==> config.mk <==
export PLATFORM = sky130hd
export DESIGN_NAME = mem_access_unit
export DESIGN_NICKNAME = d
export VERILOG_FILES = /design/src/rtl/mau_pkg.sv /design/src/rtl/mau_load_align.sv /design/src/rtl/mem_access_unit.sv
export SDC_FILE = /design/constraint.sdc
export NUM_CORES = 1
export LEC_CHECK = 0
export BUFFER_PORTS_ARGS = -buffer_cell sky130_fd_sc_hd__buf_2
export CAP_MARGIN = 20
export CORE_UTILIZATION = 35
export CTS_BUF_LIST = sky130_fd_sc_hd__clkbuf_4 sky130_fd_sc_hd__clkbuf_8
export DETAILED_ROUTE_END_ITERATION = 6
export GPL_ROUTABILITY_DRIVEN = 0
export SYNTH_ARGS = -nofsm -noshare
export SYNTH_HDL_FRONTEND = slang
export SYNTH_SLANG_ARGS = --single-unit
==> constraint.sdc <==
create_clock -name Clk -period 2 [get_ports Clk]
set_input_delay 0.1 -clock Clk [delete_from_list [all_inputs] [get_ports Clk]]
set_output_delay 0.1 -clock Clk [all_outputs]
set_load 0.05 [all_outputs]
==> src/rtl/mau_pkg.sv <==
// Shared definitions for the memory access unit: size codes, FSM states,
// byte-enable generation and the request legality check.
package mau_pkg;

  localparam logic [1:0] SZ_BYTE = 2'b00;
  localparam logic [1:0] SZ_HALF = 2'b01;
  localparam logic [1:0] SZ_WORD = 2'b10;

  typedef enum logic [1:0] {IDLE, REQ, CAPT, RESP} state_t;

  function automatic logic [3:0] be_gen(input logic [1:0] size, input logic [1:0] lane);
    case (size)
      SZ_BYTE: be_gen = 4'b0001 << lane;
      SZ_HALF: be_gen = lane[1] ? 4'b1100 : 4'b0011;
      SZ_WORD: be_gen = 4'b1111;
      default: be_gen = 4'b0000;
    endcase
  endfunction

  // Illegal size or a lane offset that does not fit the access width.
  function automatic logic bad_req(input logic [1:0] size, input logic [1:0] lane);
    bad_req = (size == 2'b11) ||
              (size == SZ_HALF && lane[0]) ||
              (size == SZ_WORD && lane != 2'b00);
  endfunction

endpackage

==> src/rtl/mau_load_align.sv <==
// Selects the addressed byte/half from a memory word and sign/zero-extends it.
module mau_load_align
  import mau_pkg::*;
(
  input  logic [1:0]  size,
  input  logic        sign_ext,
  input  logic [1:0]  lane,
  input  logic [31:0] word_in,
  output logic [31:0] data_out
);

  logic [7:0]  b;
  logic [15:0] h;

  always_comb begin
    b = word_in[{lane, 3'b000} +: 8];
    h = lane[1] ? word_in[31:16] : word_in[15:0];
    case (size)
      SZ_BYTE: data_out = {{24{sign_ext & b[7]}}, b};
      SZ_HALF: data_out = {{16{sign_ext & h[15]}}, h};
      default: data_out = word_in;
    endcase
  end

endmodule

==> src/rtl/mem_access_unit.sv <==
// Bus initiator: turns one CPU load/store into a single CS/RW/BE memory
// transaction and reports completion with a one-cycle done pulse.
module mem_access_unit
  import mau_pkg::*;
#(
  parameter int TIMEOUT = 16
) (
  input  logic        Clk,
  input  logic        Reset,
  input  logic        req,
  input  logic        is_store,
  input  logic [1:0]  size,
  input  logic        sign_ext,
  input  logic [31:0] addr,
  input  logic [31:0] wdata,
  output logic [31:0] rdata,
  output logic        done,
  output logic        err,
  output logic        busy,
  output logic        CS,
  output logic        RW,
  output logic [3:0]  BE,
  output logic [29:0] Addr,
  output logic [31:0] DataOut,
  input  logic [31:0] DataIn,
  input  logic        DataReady
);

  localparam int CW = $clog2(TIMEOUT + 1);

  state_t        state, state_n;
  logic [CW-1:0] wcnt, wcnt_n;
  logic          st_q, st_n, sx_q, sx_n, errp_q, errp_n;
  logic [1:0]    sz_q, sz_n, lane_q, lane_n;
  logic          cs_n, rw_n, done_n, err_n, busy_n;
  logic [3:0]    be_n;
  logic [29:0]   addr_n;
  logic [31:0]   dout_n, rdata_n, ld_data;

  mau_load_align u_align (
    .size     (sz_q),
    .sign_ext (sx_q),
    .lane     (lane_q),
    .word_in  (DataIn),
    .data_out (ld_data)
  );

  always_comb begin
    state_n = state;  wcnt_n = wcnt;
    st_n    = st_q;   sx_n   = sx_q;   sz_n = sz_q;  lane_n = lane_q;
    errp_n  = errp_q;
    cs_n    = CS;     rw_n   = RW;     be_n = BE;    addr_n = Addr;
    dout_n  = DataOut; rdata_n = rdata; busy_n = busy;
    done_n  = 1'b0;   err_n  = 1'b0;
    case (state)
      IDLE: if (req) begin
        st_n   = is_store;
        sz_n   = size;
        sx_n   = sign_ext;
        lane_n = addr[1:0];
        busy_n = 1'b1;
        if (bad_req(size, addr[1:0])) begin
          errp_n  = 1'b1;
          state_n = RESP;
        end else begin
          errp_n  = 1'b0;
          cs_n    = 1'b1;
          rw_n    = is_store;
          be_n    = be_gen(size, addr[1:0]);
          addr_n  = addr[31:2];
          case (size)
            SZ_BYTE: dout_n = {4{wdata[7:0]}};
            SZ_HALF: dout_n = {2{wdata[15:0]}};
            default: dout_n = wdata;
          endcase
          wcnt_n  = '0;
          state_n = REQ;
        end
      end
      REQ: if (DataReady) begin
        cs_n    = 1'b0;
        state_n = st_q ? RESP : CAPT;
      end else begin
        wcnt_n = wcnt + 1'b1;
        // Abort on the edge where the wait count reaches TIMEOUT.
        if (wcnt == CW'(TIMEOUT - 1)) begin
          cs_n    = 1'b0;
          errp_n  = 1'b1;
          state_n = RESP;
        end
      end
      CAPT: begin
        rdata_n = ld_data;
        state_n = RESP;
      end
      RESP: begin
        done_n  = 1'b1;
        err_n   = errp_q;
        busy_n  = 1'b0;
        state_n = IDLE;
      end
      default: state_n = IDLE;
    endcase
  end

  always_ff @(posedge Clk) begin
    if (Reset) begin
      state <= IDLE;  wcnt <= '0;
      st_q  <= 1'b0;  sx_q <= 1'b0;  sz_q <= '0;  lane_q <= '0;  errp_q <= 1'b0;
      CS    <= 1'b0;  RW   <= 1'b0;  BE   <= '0;  Addr   <= '0;  DataOut <= '0;
      rdata <= '0;    done <= 1'b0;  err  <= 1'b0; busy  <= 1'b0;
    end else begin
      state <= state_n; wcnt <= wcnt_n;
      st_q  <= st_n;    sx_q <= sx_n;  sz_q <= sz_n; lane_q <= lane_n; errp_q <= errp_n;
      CS    <= cs_n;    RW   <= rw_n;  BE   <= be_n; Addr   <= addr_n; DataOut <= dout_n;
      rdata <= rdata_n; done <= done_n; err <= err_n; busy  <= busy_n;
    end
  end

endmodule

* Word-level counts from Yosys, hierarchy flattened *
Index checks and enable logic that the tools add are counted.

word-level totals
  input bits = 104
  logic and storage cells = 82
  output and inout bits = 103
  register bits after elaboration = 117

cells by class
  $add $sub $neg = 1
  muxes and demuxes = 28
  reductions and logical operators = 18
  bitwise logic cells = 4
  eq/ne operators = 13
  shifts and indexed selects = 2

operator list
  operator                                                               count
  32-bit one-hot mux with 2 select lines                                 2
  32-bit by 6-bit indexed part select with 8-bit output                  1
  16-bit 2-to-1 mux                                                      1
  5-bit 2-to-1 mux                                                       3
  4-bit one-hot mux with 3 select lines                                  1
  4-bit AND reduction                                                    3
  1-bit 2-to-1 mux                                                       11
  5-bit one-hot mux with 2 select lines                                  1
  2-bit equality test, second input constant                             4
  2-bit 2-to-1 mux                                                       4
  2-bit inequality test, second input constant                           4
  2-bit one-hot mux with 4 select lines                                  1
  2-bit by 1-bit equality test with 1-bit output, second input constant  3
  2-bit zero test                                                        3
  1-bit one-hot mux with 2 select lines                                  3
  2-bit AND reduction                                                    3
  2-bit nonzero test                                                     3
  5-bit by 1-bit adder with 5-bit output, second input constant          1
  5-bit by 4-bit equality test with 1-bit output, second input constant  1
  4-bit 2-to-1 mux                                                       1
  1-bit by 2-bit << shifter with 4-bit output, first input constant      1
  3-bit inequality test, second input constant                           1
  3-bit AND reduction                                                    1
  1-bit bitwise AND                                                      2
  other kinds (4)                                                        7

* Logic depth before layout (Yosys ltp) *
Gate-level depths: netlist of the first run.

  depth after elaboration = 7
  depth in mapped cells = 9

* Cells and area by module *
Synthesis of the first run repeated with hierarchy kept, for this count alone.

unflattened totals
  cells, all modules = 667
  area, all modules = 5313.8 µm²

modules (own cells, without submodules)
  module           cells each  area each (µm²)  sequential area each (µm²)  times used
  mem_access_unit  544         4608.2           2342.2                      1
  mau_load_align   123         705.7            0.0                         1

* Worst setup path before layout of the first run *
Ideal clock, no wire load.

  path type = register to register
  start = reg state[1]
  end = reg wcnt[1]
  path slack = 331 ps
  clock period less this slack = 1669 ps
  cell stages (with the launch flop) = 8
  arrival time = 1553 ps
  path buffers = 1
  cell sequence = dfxtp_1 inv_1 ha_1 clkbuf_1 nor2b_1 o221a_2 o21a_1 o21ba_2

between the ends
  cells in the longest elaborated chain, start to end = 3
  elaborated cells on any way between the ends = 8
  classes of those cells = 4 x eq/ne; 1 x mux; 3 x reduce/logical

ends and longest elaborated chain
  item                                                                               line                    RTL
  start: declaration                                                                 mem_access_unit.sv:31   state_t state, state_n;
  start signal: assignment                                                           mem_access_unit.sv:113  state <= state_n; wcnt <= wcnt_n;
  2-bit by 1-bit equality test with 1-bit output or 2-bit zero test (tied branches)  mem_access_unit.sv:55   case (state)
  2-bit inequality test (no line) or 2-bit nonzero test (tied branches)              --
  4-bit AND reduction (no line)                                                      --
  end signal: assignment                                                             mem_access_unit.sv:113
  end: declaration                                                                   mem_access_unit.sv:32   logic [CW-1:0] wcnt, wcnt_n;

Parallel ways exist; a longest one is shown, timed or not.
A chain may end at the register's enable or synchronous reset.

* Final worst setup path of the first run *
  start = reg state[0]
  end = reg DataOut[13]

between the ends
  cells in the longest elaborated chain, start to end = 2

ends and longest elaborated chain
  item                           line                    RTL
  2-bit zero test                mem_access_unit.sv:55
  3-bit AND reduction (no line)  --
  end signal: assignment         mem_access_unit.sv:115  CS <= cs_n; RW <= rw_n; BE <= be_n; Addr <= addr_n; DataOut <= dout_n;
  end: declaration               mem_access_unit.sv:24   output logic [31:0] DataOut,

Every way passes these cells.

==> metrics.md, run 1 <==
| Metric | Value |
|---|---|
| Outcome | `completed` |
| DRC | `0` |
| Mapped Cells | `646` |
| Number of synthesized register bits | `117` |
| Post-Syn Nets | `756` |
| Initial antenna violation count | `0` |
| Vias in the first global route | `5287` |
| Num rows | `44` |
| M1 GR Usage | `0.262` |
| Slew headroom | `0.575` |
| Root Buffer | `clkbuf_8` |
| Post-synth EDFFs | `0` |
| Multi-input logic area | `2580 um2` |
| Syn avg cell area | `8.13 um2` |
| Final instance area | `7640 um2` |
| DR WL/cell | `14.5 um` |
| Initial Util | `0.360` |
| H-tree depth | `4` |
| Sum Neg Setup Slack | `0 ns` |
| Share of cells above drive strength 1 | `0.295` |
| Iteration-0 DRC Markers | `298` |
| CP max stage delay | `0.35 ns` |
| GR Util met2 | `0.345` |
| Type of the worst setup path | `flip-flop to flip-flop` |
| Post-route minimum period | `1.83 ns` |
| Seq. cell area | `2340 um2` |
| Met3 usage in global routing | `0.0709` |
| Fill cells | `1416` |
| Commonest non-fill, non-tap cell in the layout | `buf_2` |
| Crit path max fanout | `71` |
| Die H | `125 um` |
| Worst path cell trace | `inv_1 > ha_1 > nand2_1 > a21oi_4 > buf_12 > nor2_1 > a311oi_1` |
| Layout area overhead | `45.5%` |
| Die width | `125 um` |
| Worst Hold Class | `primary input to flip-flop` |
| First-pass GRT wire length | `26.4 mm` |
| Arr. time, crit path | `2.17 ns` |
| LEAKAGE | `3.33 nW` |
| CORE AREA | `14600 um2` |
| Layer with the highest usage | `met2` |
| PwrDens | `1180 nW/um2` |
| Post-Place Setup Slack | `0.179 ns` |
| Total power | `9.02 mW` |
| Post-CTS setup buffer count | `0` |
| CTS Sinks | `117` |
| Post-DP HPWL | `10.9 mm` |
| Library cells used by synthesis | `43` |
| Final Hold Fails | `0` |
| DRT antenna net count | `0` |
| CTS buffer count | `17` |
| Ports | `207` |
| Aggregate routed wire length | `16.2 mm` |
| Slowest CP cell | `dfxtp_1` |
| Prevailing post-synth register cell | `dfxtp_1` |
| Tot GR Track Use | `0.211` |
| Max-slew violations | `0` |
| Slew @ Worst Pin | `0.635 ns` |
| Largest net degree at the start of global routing | `72` |
| Die ar. | `15500 um2` |
| Total grt overflow | `0` |
| Placed Cells | `1003` |
| Fin crit share | `0.913` |
| Worst Path Required | `2.35 ns` |
| Nets | `1034` |
| CTS tree | `yes` |
| Clock buffer depth | `2` |
| Fmax | `548 MHz` |
| Vias per cell | `4.89` |
| Setup crit end kind | `flip-flop` |
| # setup viols final | `0` |
| Seq/Total Area, Yosys | `0.446` |
| Final Skew | `0.0108 ns` |
| Port buffer count | `206` |
| Max IR drop VDD | `0.861 mV` |
| Vias | `5483` |
| RSZ-0062 raised after global routing | `no` |
| Synth warn | `0` |
| Synthesized area | `5250 um2` |
| Placed instance area | `6400 um2` |
| Post-route insts no fill | `1121` |
| Reg clk slew, reported paths | `0.08 ns` |
| Insertion delay to the later sink of the worst-skew pair | `0.44 ns` |
| Max-cap check violation count | `0` |
| Most frequent cells in the layout | `205 x buf_2, 157 x nand2_1, 117 x dfxtp_1` |
| Initial DRT Pass Iterations | `4` |
| Startpoint Class | `flip-flop` |
| Antenna Cells | `0` |
| FFs w/ async S/R, synth | `0` |
| Post-route setup slack | `0.174 ns` |
## sequential cells by signal (all words and copies together) (netlist names), 2 cells and up
signal,flops
state,2
lane_q,2
BE,4
rdata,32
Addr,30
DataOut,32
sz_q,2
wcnt,5
## final cells by class
| cell class | count | area share |
|---|---|---|
| Inverter | 9 | 0.00442 |
| Clock buffer | 19 | 0.0342 |
| Sequential cell | 117 | 0.306 |
| Multi-Input combinational cell | 468 | 0.337 |
| Tap cell | 184 | 0.0301 |
| Clock inverter | 13 | 0.0165 |
| Timing Repair Buffer | 311 | 0.271 |
## stage by stage
step	hold WS (ns)	utilization
final	0.0234	0.524
after global routing	0.0120	0.524
after CTS	0.00259	0.524
after detailed placement	0.348	0.438
after global placement	0.343	0.438
after floorplan	0.236	-
## logic make-up (layout without fill, tap and decap cells)
group / Yosys count / after routing / synth area share
mux: 27 / 27 / 0.0538
compound gates: 176 / 176 / 0.222
flops: 117 / 117 / 0.446
simple gates: 259 / 259 / 0.201
fa+ha+maj: 6 / 6 / 0.0143
buf+inv: 61 / 352 / 0.0638
## power by group
part	switching [mW]	internal (mW)	leakage (nW)
clock	1.04	1.06	0.197
combinational	2.70	1.19	2.18
sequential	0.250	2.78	0.955
total	3.99	5.03	3.33
## worst paths after layout
kind | cells after the start | start | to | slack (ns)
worst min register to register | 2 | Addr[9] | Addr[9] | 0.45
worst max-delay path | 7 | state[0] | DataOut[13] | 0.17
worst max register to register | 7 | state[0] | DataOut[13] | 0.17
worst min-delay path | 5 | wdata[27] | DataOut[27] | 0.02
## critical path, delay by kind of cell, from the launching register on
kind | cells | cell delay [ns]
buffers and inverters | 2 | 0.40
and+or+nand+nor | 2 | 0.23
AOI/OAI and AO/OA | 2 | 0.46
DFF | 1 | 0.35
adders and majority gates | 1 | 0.28
## what timing repair did
| item | in CTS | in global routing |
|---|---|---|
| endpoints found under the hold margin | 87 | 0 |
| hold buffers | 86 | 0 |
| gates resized for setup | 0 | 0 |
## routing by layer
layer | up-vias | routed length (um)
met5 | - | 0
met4 | 0 | 239
met3 | 20 | 1160
met2 | 186 | 7590
met1 | 2474 | 7250
li1 | 2803 | -
## synthesized netlist by cell type (all sizes together), types with 2 or more instances
cell type / instances / area (um2)
nor2: 64 / 240
inv: 9 / 33.8
a21oi: 67 / 347
o211ai: 2 / 15.0
a311oi: 9 / 78.8
a21o: 4 / 30.0
o221ai: 2 / 17.5
dfxtp: 117 / 2340
a211oi: 35 / 283
clkbuf: 24 / 90.1
and3: 2 / 12.5
nor3b: 2 / 15.0
and2: 2 / 12.5
buf: 28 / 211
a31oi: 6 / 37.5
nand2: 157 / 589
o21a: 3 / 22.5
o221a: 8 / 90.1
mux2i: 26 / 260
ha: 6 / 75.1
o21ai: 26 / 130
o22ai: 7 / 43.8
nand2b: 4 / 25.0
nor2b: 7 / 43.8
nor3: 10 / 50.1
nand3: 8 / 40.0
Power figures use the tool's default switching activity.
==> run 2: changes to the inputs <==
clock period = 2.35 ns   (was 2 ns; I/O delays follow)
==> run 2 against run 1 <==
Non-clock buffer count decreased by 15. Die area unchanged. Utilization decreased by 0.27 points. Global-route usage increased by 0.28 points. Cell count decreased by 1.4%. Critical path depth unchanged. Clock skew decreased by 0.0024 ns. First-iteration DRC count increased by 14%. Power decreased by 9.7%. Wire length increased by 1.5%. Worst setup slack improved by 0.25 ns. Critical path type unchanged. Critical endpoint is now Addr[18].
==> metrics.md, run 2 (same netlist as run 1, synthesis figures left out) <==
| Metric | Value |
|---|---|
| Most frequent cells in the layout | `205 x buf_2, 157 x nand2_1, 117 x dfxtp_1` |
| Vias | `5567` |
| Ports | `207` |
| Root Buffer | `clkbuf_8` |
| DR WL/cell | `14.9 um` |
| CTS Sinks | `117` |
| Post-CTS setup buffer count | `0` |
| Die H | `125 um` |
| Initial Util | `0.360` |
| CORE AREA | `14600 um2` |
| Layout area overhead | `44.8%` |
| Internal power | `4.82 mW` |
| CTS buffer count | `17` |
| Port buffer count | `206` |
| Final instance area | `7600 um2` |
| Fmax | `519 MHz` |
| Insertion delay to the later sink of the worst-skew pair | `0.44 ns` |
| Total power | `8.15 mW` |
| Share of cells above drive strength 1 | `0.294` |
| Iteration-0 DRC Markers | `339` |
| Clock buffer depth | `2` |
| Largest net degree at the start of global routing | `82` |
| Sw Share | `0.409` |
| Final Hold Fails | `0` |
| Clock power frac | `0.280` |
| Worst Path Required | `2.71 ns` |
| Worst Hold Class | `primary input to flip-flop` |
| Post-route insts no fill | `1105` |
| CTS tree | `yes` |
| DRT antenna net count | `0` |
| Arr. time, crit path | `2.29 ns` |
| Top delay family on crit path | `compound AO/OA/AOI/OAI gates` |
| Outcome | `completed` |
| # setup viols final | `0` |
| RSZ-0062 raised after global routing | `no` |
| Crit path top cell by count | `nand2_1` |
| Placed Cells | `999` |
| CP max stage delay | `0.41 ns` |
| Largest regs | `DataOut (32), rdata (32), Addr (30)` |
| First-pass GRT wire length | `26.9 mm` |
| Post-route minimum period | `1.93 ns` |
| Worst path cell trace | `inv_1 > ha_1 > nand2_1 > a21o_2 > buf_4 > nand2_1 > a21oi_1` |
| Type of the worst setup path | `flip-flop to flip-flop` |
| PwrDens | `1070 nW/um2` |
| Reg clk slew, reported paths | `0.07 ns` |
| Post-Place Setup Slack | `0.431 ns` |
| Setup crit end kind | `flip-flop` |
| Final Skew | `0.00836 ns` |
| Vias in the first global route | `5400` |
| Slowest CP cell | `a21o_2` |
| Sum Neg Setup Slack | `0 ns` |
| Fin crit share | `0.819` |
| Max-cap check violation count | `0` |
| Max-slew violations | `0` |
| Initial DRT Pass Iterations | `4` |
| Die width | `125 um` |
| Die ar. | `15500 um2` |
| Nets | `1019` |
| R2r setup slk | `0.42 ns` |
| Placed instance area | `6370 um2` |
| Commonest non-fill, non-tap cell in the layout | `buf_2` |
| H-tree depth | `4` |
| Sequential Power Share | `0.316` |
| Sw Pwr | `3.33 mW` |
| LEAKAGE | `3.32 nW` |
| DRC | `0` |
| Aggregate routed wire length | `16.5 mm` |
| Post-route setup slack | `0.425 ns` |
| Slew headroom | `0.589` |
| Vias per cell | `5.04` |
| Slew @ Worst Pin | `0.614 ns` |
| Max IR drop VDD | `0.519 mV` |
| Initial antenna violation count | `0` |
| Total grt overflow | `0` |
| Antenna Cells | `0` |
| Num rows | `44` |
| Post-DP HPWL | `11.0 mm` |
| Crit path max fanout | `21` |
| Tot GR Track Use | `0.214` |
| Buffer and inverter count on the worst path | `2` |
| Startpoint Class | `flip-flop` |
| Logic pwr share | `0.404` |
run 2: layout make-up:
class                           instances  area [um2]
Clock buffer                           22         290
Clock inverter                          9         198
Fill cell                            1384        6980
Inverter                                9        33.8
Multi-Input combinational cell        468        2580
Sequential cell                       117        2340
Tap cell                              184         230
Timing Repair Buffer                  296        1930
run 2: final timing paths:
kind | startpoint | end | depth (start not counted)
setup / recovery | state[0] | Addr[18] | 7
hold / removal | addr[1] | lane_q[1] | 3
setup reg to reg | state[0] | Addr[18] | 7
hold reg to reg | Addr[9] | Addr[9] | 2
run 2: what timing repair did:
item,4_1_cts,5_1_grt
gates resized for setup,0,0
endpoints found under the hold margin,76,0
hold buffers,75,0
run 2: power by group through the flow:
stage | Clock (mW) | Combinational [mW] | Sequential (mW)
2_1_floorplan | 0 | 1.33 | 3.72
3_3_place_gp | 0 | 3.18 | 2.60
3_5_place_dp | 0 | 3.18 | 2.61
4_1_cts | 2.32 | 3.29 | 2.57
5_1_grt | 2.42 | 3.53 | 2.62
6_report | 2.28 | 3.29 | 2.57
run 2: stage by stage:
| stage | hold WS, ns | utilization |
|---|---|---|
| after CTS | 0.000544 | 0.521 |
| after global routing | 0.0143 | 0.521 |
| after floorplan | 0.254 | - |
| after detailed placement | 0.364 | 0.436 |
| final | 0.0294 | 0.521 |
| after global placement | 0.361 | 0.436 |
run 2: layer usage:
layer / track usage / vias up / wire (um)
met1: 0.257 / 2560 / 7050
met3: 0.0619 / 26 / 1200
met2: 0.360 / 223 / 7860
met5: 0 / - / 0
li1: - / 2758 / -
met4: 0.0801 / 0 / 373
run 2: worst reg2reg max path, cell delays in order, from the launching register on:
cell     delay [ns]
dfxtp_1        0.39
inv_1          0.10
ha_1           0.31
nand2_1        0.18
a21o_2         0.41
buf_4          0.26
nand2_1        0.07
a21oi_1        0.15
==> run 3: changes to the inputs <==
clock period = 1.7 ns   (was 2.35 ns; I/O delays follow)
==> run 3 against run 2 <==
Global-route usage decreased by 0.19 points. Power increased by 42%. Combinational power increased by 50%. Critical path type is now primary input to flip-flop. Critical path depth increased by 1. Largest power group unchanged. Wire length increased by 0.47%. Largest cell class unchanged. Design area increased by 5.9%. Count of clock-buffer cells in the layout decreased by 1. Clock power increased by 35%.
==> metrics.md, run 3 (same netlist as run 1, synthesis figures left out) <==
| Metric | Value |
|---|---|
| Vias in the first global route | `5358` |
| Final Skew | `0.00937 ns` |
| Setup crit end kind | `flip-flop` |
| Post-DP HPWL | `11.3 mm` |
| Total grt overflow | `0` |
| Largest net degree at the start of global routing | `46` |
| Commonest non-fill, non-tap cell in the layout | `buf_2` |
| CORE AREA | `14600 um2` |
| First-pass GRT wire length | `26.5 mm` |
| Fin crit share | `0.979` |
| Slew headroom | `0.680` |
| Sum Neg Setup Slack | `0 ns` |
| DRT antenna net count | `0` |
| Arr. time, crit path | `2.00 ns` |
| Vias per cell | `4.90` |
| Slowest CP cell | `dlygate4sd3_1` |
| Buffer and inverter count on the worst path | `4` |
| Die width | `125 um` |
| Insertion delay to the later sink of the worst-skew pair | `0.43 ns` |
| CTS tree | `yes` |
| WP depth | `8` |
| Iteration-0 DRC Markers | `262` |
| FF-to-FF Start | `state[0]` |
| Die ar. | `15500 um2` |
| Crit path top cell by count | `buf_12` |
| Vias | `5618` |
| Tot GR Track Use | `0.212` |
| Max-cap check violation count | `0` |
| Startpoint Class | `primary input` |
| Final instance area | `8060 um2` |
| Final core occ | `0.552` |
| PwrDens | `1440 nW/um2` |
| Clock buffer depth | `2` |
| Root Buffer | `clkbuf_8` |
| CTS Sinks | `117` |
| Top delay family on crit path | `buffers and inverters` |
| Worst setup path end | `DataOut[19]` |
| Max IR drop VDD | `0.576 mV` |
| DR WL/cell | `14.5 um` |
| Initial antenna violation count | `0` |
| Final Hold Fails | `0` |
| Layout area overhead | `53.4%` |
| Worst Hold Class | `primary input to flip-flop` |
| Fill cells | `1340` |
| Total power | `11.6 mW` |
| Max-slew violations | `0` |
| Worst path cell trace | `dlygate4sd3_1 > buf_2 > or3_4 > a21oi_4 > buf_12 > buf_12 > nor2_1 > a211oi_1` |
| CTS buffer count | `17` |
| Num rows | `44` |
| Crit path from | `addr[1]` |
| Initial Util | `0.360` |
| Worst Path Required | `2.04 ns` |
| Ports | `207` |
| Hold_ws | `0.0363 ns` |
| Path depth of the worst reg2reg path | `8` |
| Antenna Cells | `0` |
| LEAKAGE | `3.50 nW` |
| Port buffer count | `206` |
| Reg clk slew, reported paths | `0.07 ns` |
| Post-route minimum period | `1.66 ns` |
| R2r setup slk | `0.10 ns` |
| Initial DRT Pass Iterations | `4` |
| DRC | `0` |
| Crit path max fanout | `27` |
| Die H | `125 um` |
| Outcome | `completed` |
| Largest regs | `DataOut (32), rdata (32), Addr (30)` |
| Most frequent cells in the layout | `205 x buf_2, 156 x nand2_1, 115 x dfxtp_1` |
| CP max stage delay | `0.54 ns` |
| Aggregate routed wire length | `16.6 mm` |
| Nets | `1059` |
| Slew @ Worst Pin | `0.480 ns` |
| Placed instance area | `6560 um2` |
| # setup viols final | `0` |
| Share of cells above drive strength 1 | `0.318` |
| Type of the worst setup path | `primary input to flip-flop` |
| H-tree depth | `4` |
| Fmax | `601 MHz` |
| R2R Path End | `DataOut[19]` |
==> run 3: cell count changes in the layout (fill, tap and decap cells not counted), moves of 3 or more <==
cell / delta
dlygate4sd3_1: +21
buf_4: +14
buf_12: +4
ha_1: -3
==> run 3: per-layer routing <==
layer	up-vias	wire [um]	track usage
met5	-	0	0
met4	0	178	0.0687
met3	14	1080	0.0743
met2	179	8130	0.359
met1	2582	7180	0.249
li1	2843	-	-
==> run 3: layout make-up <==
class	count	area (um2)	share of cell area
Multi-Input combinational cell	468	2630	0.326
Sequential cell	117	2340	0.291
Timing Repair Buffer	336	2340	0.291
Clock buffer	21	283	0.0351
Tap cell	184	230	0.0286
Clock inverter	11	196	0.0244
Inverter	9	33.8	0.00419
==> run 3: where the power goes <==
part / internal (mW) / leakage [nW] / switching, mW
registers: 3.27 / 0.956 / 0.287
clock network: 1.89 / 0.236 / 1.18
logic: 1.68 / 2.31 / 3.27
==> run 3: tightest hold or removal path: stages <==
cell	delay, ns
buf_2	0.07
nand2_1	0.04
o21ai_0	0.06
nand2_1	0.06
a21oi_1	0.11
==> run 3: what timing repair did <==
action | 4_1_cts | 5_1_grt
endpoints found under the setup margin | 1 | 62
buffers inserted | 0 | 0
endpoints found under the hold margin | 92 | 0
resized for setup | 1 | 16
pin swaps | 0 | 2
hold buffers | 96 | 0
==> run 3: worst min path at each step <==
stage / cells after the start / from / end / slack (ns)
2_1_floorplan: 2 / addr[2] / Addr[0] / 0.22
3_3_place_gp: 3 / addr[8] / Addr[6] / 0.33
3_5_place_dp: 3 / addr[16] / Addr[14] / 0.33
4_1_cts: 3 / wdata[23] / DataOut[23] / 0.00009
5_1_grt: 3 / wdata[23] / DataOut[23] / 0.006
6_report: 5 / wdata[25] / DataOut[25] / 0.04
==> run 3: stage by stage <==
step	instances	setup WS, ns
6_report	1146	0.0365
5_1_grt	1146	-0.00363
4_1_cts	1146	0.0277
3_5_place_dp	1018	0.0195
3_3_place_gp	1018	0.0540
2_1_floorplan	646	0.0315
